--- src/rtl/i2c_req_arbiter.sv ---
// i2c_req_arbiter: round-robin sharing of one single-byte i2c_master among N requesters,
// with a watchdog that aborts a transaction the master never completes.
module i2c_req_arbiter #(
    parameter int N       = 4,
    parameter int TIMEOUT = 4096
) (
    input  logic           i_clk,
    input  logic           i_rst_n,
    input  logic [N-1:0]   i_req,
    input  logic [N-1:0]   i_req_rw,
    input  logic [7*N-1:0] i_req_addr,
    input  logic [8*N-1:0] i_req_wdata,
    output logic [N-1:0]   o_gnt,
    output logic [N-1:0]   o_rsp_valid,
    output logic [7:0]     o_rsp_rdata,
    output logic           o_rsp_err,
    output logic           o_m_start,
    output logic           o_m_rw,
    output logic [6:0]     o_m_addr,
    output logic [7:0]     o_m_tx_byte,
    input  logic [7:0]     i_m_rx_byte,
    input  logic           i_m_busy,
    input  logic           i_m_done
);
    localparam int IW = $clog2(N);
    localparam int CW = $clog2(TIMEOUT + 1);

    typedef enum logic [1:0] {S_IDLE, S_WAIT, S_RESP} state_t;

    state_t        r_state, w_next;
    logic [IW-1:0] r_last, w_win, w_idx;
    logic [CW-1:0] r_cnt;
    logic          w_found, w_grant, w_tmo;
    logic          w_rw;
    logic [6:0]    w_addr;
    logic [7:0]    w_wdata;

    // Offsets are walked farthest-first so the nearest requester after r_last is the last write.
    always_comb begin
        w_found = 1'b0;
        w_win   = '0;
        w_idx   = '0;
        for (int i = N; i >= 1; i--) begin
            w_idx = IW'((int'(r_last) + i) % N);
            if (i_req[w_idx]) begin
                w_found = 1'b1;
                w_win   = w_idx;
            end
        end
    end

    always_comb begin
        w_rw    = 1'b0;
        w_addr  = '0;
        w_wdata = '0;
        for (int i = 0; i < N; i++) begin
            if (w_win == IW'(i)) begin
                w_rw    = i_req_rw[i];
                w_addr  = i_req_addr[7*i +: 7];
                w_wdata = i_req_wdata[8*i +: 8];
            end
        end
    end

    assign w_grant = (r_state == S_IDLE) && w_found && !i_m_busy;
    assign w_tmo   = (r_cnt == CW'(TIMEOUT));

    always_ff @(posedge i_clk or negedge i_rst_n) begin
        if (!i_rst_n) r_state <= S_IDLE;
        else          r_state <= w_next;
    end

    always_comb begin
        w_next = r_state;
        case (r_state)
            S_IDLE:  w_next = w_grant ? S_WAIT : S_IDLE;
            S_WAIT:  w_next = (i_m_done || w_tmo) ? S_RESP : S_WAIT;
            default: w_next = S_IDLE;
        endcase
    end

    always_ff @(posedge i_clk or negedge i_rst_n) begin
        if (!i_rst_n) begin
            o_gnt       <= '0;
            o_rsp_valid <= '0;
            o_rsp_rdata <= '0;
            o_rsp_err   <= 1'b0;
            o_m_start   <= 1'b0;
            o_m_rw      <= 1'b0;
            o_m_addr    <= '0;
            o_m_tx_byte <= '0;
            r_last      <= IW'(N - 1);
            r_cnt       <= '0;
        end else begin
            o_gnt       <= '0;
            o_rsp_valid <= '0;
            o_m_start   <= 1'b0;
            if (w_grant) begin
                o_gnt       <= N'(1) << w_win;
                o_m_start   <= 1'b1;
                o_m_rw      <= w_rw;
                o_m_addr    <= w_addr;
                o_m_tx_byte <= w_wdata;
                r_last      <= w_win;
                r_cnt       <= '0;
            end else if (r_state == S_WAIT) begin
                r_cnt <= r_cnt + 1'b1;
                // a done arriving in the same cycle as the timeout still counts as success
                if (i_m_done || w_tmo) begin
                    o_rsp_valid <= N'(1) << r_last;
                    o_rsp_rdata <= i_m_done ? i_m_rx_byte : 8'h00;
                    o_rsp_err   <= !i_m_done;
                end
            end
        end
    end
endmodule

--- config.mk ---
export PLATFORM = sky130hd
export DESIGN_NAME = i2c_req_arbiter
export DESIGN_NICKNAME = d
export VERILOG_FILES = /design/src/rtl/i2c_req_arbiter.sv
export SDC_FILE = /design/constraint.sdc
export NUM_CORES = 1
export LEC_CHECK = 0
export ABC_AREA = 1
export ABC_CLOCK_PERIOD_IN_PS = 6400
export BUFFER_PORTS_ARGS = -buffer_cell sky130_fd_sc_hd__buf_2
export CORE_MARGIN = 3
export CORE_UTILIZATION = 44
export DETAILED_ROUTE_END_ITERATION = 12
export PLACE_DENSITY = 0.77
export SLEW_MARGIN = 40
export SYNTH_ARGS = -nofsm -noshare
export SYNTH_HDL_FRONTEND = slang
export SYNTH_SLANG_ARGS = --single-unit
--- constraint.sdc ---
create_clock -name i_clk -period 6.4 [get_ports i_clk]
set_input_delay 0.32 -clock i_clk [delete_from_list [all_inputs] [get_ports i_clk]]
set_output_delay 0.32 -clock i_clk [all_outputs]
set_load 0.05 [all_outputs]
### After elaboration in Yosys (flattened, before gate mapping)

Index checks and enable logic that the tools add are counted.
Widths: inputs -> output; s select.

* bits in read-only memories: 0
* output and inout bits: 34
* bits in latches: 0
* register bits after elaboration: 51
* memories: 0
* logic and storage cells: 76
* input port bits: 80
* memory bits (writable): 0

* shift operators: 2
* multiplexer cells: 39
* divide/modulo/power cells: 0
* bitwise operators: 1
* $mul: 0
* magnitude comparators: 4
* reduce and logical (&&, ||, !) cells: 9
* equality and inequality tests: 5
* $add $sub $neg: 5

Operator list (count)
* $mux 8: 5
* $mux 7: 4
* $mux 13: 2
* $mux 4: 4
* $mux 1: 14
* $add 13x1->13 const B: 1
* $eq 13x13->1 const B: 1
* $lt 2x3->1 const B: 4
* $mux 2: 5
* $bmux 1 s2: 4
* $shl 1x2->4 const A: 2
* $add 2x1->2 const B: 2
* $add 2x2->2 const B: 2
* $eq 2x1->1 const B: 2
* $eq 2x2->1 const B: 2
* $logic_not 2->1: 2
* $pmux 2 s2: 1
* $reduce_and 3->1: 1
* $logic_and 1x1->1: 2
* $logic_not 1->1: 2
* $reduce_bool 2->1: 1
* $logic_or 1x1->1: 1
* $not 1->1: 1

### Logic depth before layout (Yosys ltp)

* word-level depth: 12
* mapped depth: 16
* depth with buffers taken out: 16

### Least setup slack after synthesis

OpenSTA, ideal clock, no wires.

* kind: flip-flop to flip-flop
* start point: reg r_last[0]
* end point: reg o_m_tx_byte[7]
* period minus slack after synthesis: 2.118 ns
* slack: 4.282 ns
* stages on the path, launching flop included: 16
* data arrival time: 2.000 ns
* path buffers: 1
* data required time: 6.282 ns
* setup time: 0.118 ns
* path through: dfstp_2 inv_4 ha_1 inv_1 nand2_1 nand2_1 nand2_1 nand2_1 nand2_1 nand2_2 buf_4 nand2_1 o21ai_1 inv_1 nand2_1 nand2_1

* cells in the longest elaborated chain, start to end: 12
* elaborated cells on any way between the ends: 30
* those cells by class: 4 x add/sub; 3 x eq/ne; 20 x mux; 3 x reduce/logical

RTL lines
* start, declared: RTL line 31 `logic [IW-1:0] r_last, w_win, w_idx;`
* start signal, assigned: RTL line 92 `r_last <= IW'(N - 1);`
* start signal, assigned: RTL line 104 `r_last <= w_win;`
* $add 2x1->2: RTL line 44 `w_idx = IW'((int'(r_last) + i) % N);`
* $bmux 1 s2: RTL line 45 `if (i_req[w_idx]) begin`
* $mux 1 (implied by the code): RTL line 45
* $mux 2 (4 in a row): RTL line 45
* $logic_not 2->1: RTL line 57 `if (w_win == IW'(i)) begin`
* $mux 8 (4 in a row): RTL line 57
* end signal, assigned: RTL line 103 `o_m_tx_byte <= w_wdata;`
* end, declared: RTL line 20 `output logic [7:0] o_m_tx_byte,`

Parallel ways exist; a longest one is shown, timed or not. The select of a mux whose other input is x is not followed.
A chain may end at the register's enable or synchronous reset.

### Worst setup path in the final report

* start point: reg r_last[0]
* end point: reg o_m_tx_byte[1]

Same word-level chain as after synthesis.

==> out/summary.txt <==
Post-synthesis sequential area ratio: 0.443
Hold Vio Cnt, Final: 0
RePlAce Congestion: 0.833
Fin Hold WS: 105 ps
Ys Warns: 0
Mapped Cells: 373
Grt total ovfl: 0
WL per Instance: 12.9 um
Largest family of logic cells by synthesized area: simple AND/OR/NAND/NOR gates
Starting Density: 0.471
Root Driver: clkbuf_8
Clk sinks: 51
Setup Crit Path Kind: reg2reg
EDFF count, synth: 0
LEAKAGE: 1.93 nW
Final period util: 0.437
Inst Count DP: 549
#FFs+latches synth: 51
Worst path max stage delay: 640 ps
Startpoint Class: flop
Crit path cell chain: inv_4 -> ha_1 -> inv_1 -> nand3_2 -> nand2_1 -> inv_2 -> nand4_1 -> nand2_1 -> inv_2 -> nand2_1 -> nor2_1 -> nor2_1
CTS hold repair buffers: 0
Mux contribution to synthesized area: 0
Final HPWL DP: 5460 um
Routed vias/inst: 5.08
Post-synth net total: 459
Row count: 28
Leading area contributor after synthesis: dfrtp_1
Cell Area, Synth: 0.00289 mm2
RSZ-0062 raised after global routing: false
Max Cap Viol: 0
Worst vdd ir: 0.513 mV
Slowest cell on crit path: dfstp_2
DRC: 0
Die Wd: 87.0 um
Share of cells above drive strength 1: 0.297
Ys async rst share: 1.00
Setup Skew: 9.19 ps
Minimum clock period after layout: 2790 ps
Final net count: 567
Largest cells by area after synthesis: dfrtp_1, nand2_1, nand3_1
Post-cts resize count: 0
DR iter-0 viols: 203
Die Area: 0.00756 mm2
Post-route ant nets: 0
Post-Synth Simple-Gate Area: 0.388
Die extent in y: 87.0 um
Dpl cell area: 0.00347 mm2
Final non-filler cell total: 557
CP endpoint kind: flop
Initial antenna violation count: 0
First-pass DRT Iterations: 4
Final Core Density: 0.588
IO buf count: 113
Fin area: 0.00360 mm2
Vias in the first global route: 2641
Clock transition at path regs: 80 ps
Setup Buffers After CTS: 0
H-Tree Level Count: 2
CP most frequent cell: nand2_1
Synth top area share: 0.425
Filler cells: 582
Fmax: 358 MHz
WL final: 7180 um
Setup TNS: 0 ps
Post-synthesis xor/xnor area fraction: 0.00911
RR Startpoint: r_last[0]$_DFFE_PN1N_
Total Routing Usage GR: 0.196
Clock Latency Late Sink: 310 ps
Clock buffer depth: 2
I/O pins: 114
Slew @ Worst Pin: 633 ps
Primary FF master, synth: dfrtp_1
Result of the run: complete, no violations
Slew headroom: 0.578
Avg Cell Area, Syn: 7.74 um2
P&R area growth vs syn: 24.8%
ANT cells: 0
First-pass GRT wire length: 11700 um
CP Data Required Time: 6600 ps
CP startpoint: r_last[0]$_DFFE_PN1N_
PD cells: 628 mW/mm2
Core ar.: 0.00613 mm2
Commonest non-fill, non-tap cell in the layout: buf_2
CTS Buf Count: 5
Routed via count: 2827
TritonCTS clock tree: yes
Largest net degree at the start of global routing: 52
Min-delay worst type: in2async
Adder-cell share of the synthesized area: 0.0260
Distinct cells, synth: 33
Final setup viols: 0
Crit Path Max Fanout: 40
Worst path arrival time: 2990 ps
Synth Area in Compound Gates: 0.0572
Final Max Slew Viols: 0
Most frequent cells in the layout: buf_2, nand2_1, nor2_1, nand3_1, dfrtp_1
## registers in the layout, summed over array words and instances, names as in the netlist
signal	count
o_m_tx_byte	8
o_m_addr	7
o_rsp_valid	4
r_cnt	13
o_m_start	1
o_rsp_rdata	8
o_m_rw	1
o_gnt	4
o_rsp_err	1
r_last	2
r_state	2
## metrics by stage
step	setup slack (ps)	total power (W)
floorplan	4280	0.00177
finish	3610	0.00226
global route	3270	0.00245
global placement	3370	0.00199
CTS	3580	0.00228
detailed placement	3590	0.00202
## final cells by class
cell class | count | area (um2) | share of cell area
clock buffer | 5 | 68.8 | 0.0191
clock inverter | 3 | 67.6 | 0.0188
inverter | 35 | 134 | 0.0372
multi-input combinational | 274 | 1390 | 0.385
sequential | 51 | 1280 | 0.355
tap | 75 | 93.8 | 0.0261
timing repair buffer | 114 | 573 | 0.159
## final timing paths
check                                              to  slack [ps]  cells past startpoint
max                        o_m_tx_byte[1]$_DFFE_PN0N_        3610                     12
min                          o_rsp_valid[3]$_DFF_PN0_         100                      2
max reg2reg                o_m_tx_byte[1]$_DFFE_PN0N_        3610                     12
min reg2reg                o_m_tx_byte[7]$_DFFE_PN0N_         500                      2
max in group asynchronous     o_m_addr[1]$_DFFE_PN0N_        5870                      2
min in group i_clk         o_rsp_rdata[0]$_DFFE_PN0P_         230                      2
## synth_stat cells (4+ instances only)
cell and number:
nand2_1 96, nor2_1 58, nand3_1 53, dfrtp_1 49
inv_1 30, o21ai_0 11, nand4_1 9, a22o_1 8
a21oi_1 6, buf_2 6, ha_1 6, nor3_1 6
buf_4 4
## report_power, final
part	internal [W]	total (W)	switching [W]
sequential	0.000443	0.000512	0.0000690
clock	0.000156	0.000259	0.000103
combinational	0.000396	0.00149	0.00109
## logic make-up (layout without fill, tap and decap cells)
group,count (synthesis),in the layout
flip-flops,51,51
adder cells (fa/ha/maj),6,6
buffers and inverters,48,157
AO/OA/AOI/OAI,27,27
XOR/XNOR,3,3
AND/OR/NAND/NOR,238,238
## routing by layer
layer  global-route usage  wire length, um  part of all wire
met1                0.245             3020              0.42
met2                0.333             3440              0.48
met3               0.0539              621             0.087
met4               0.0524               87             0.012
met5                    0                0                 0
## critical path: cells and delay by family (launching register included)
family,cells,cell delay (ps)
AND/OR/NAND/NOR,7,860
buffers and inverters,4,850
flip-flops,1,640
adder cells (fa/ha/maj),1,330
Note: power is estimated with default switching activity, not from simulation.
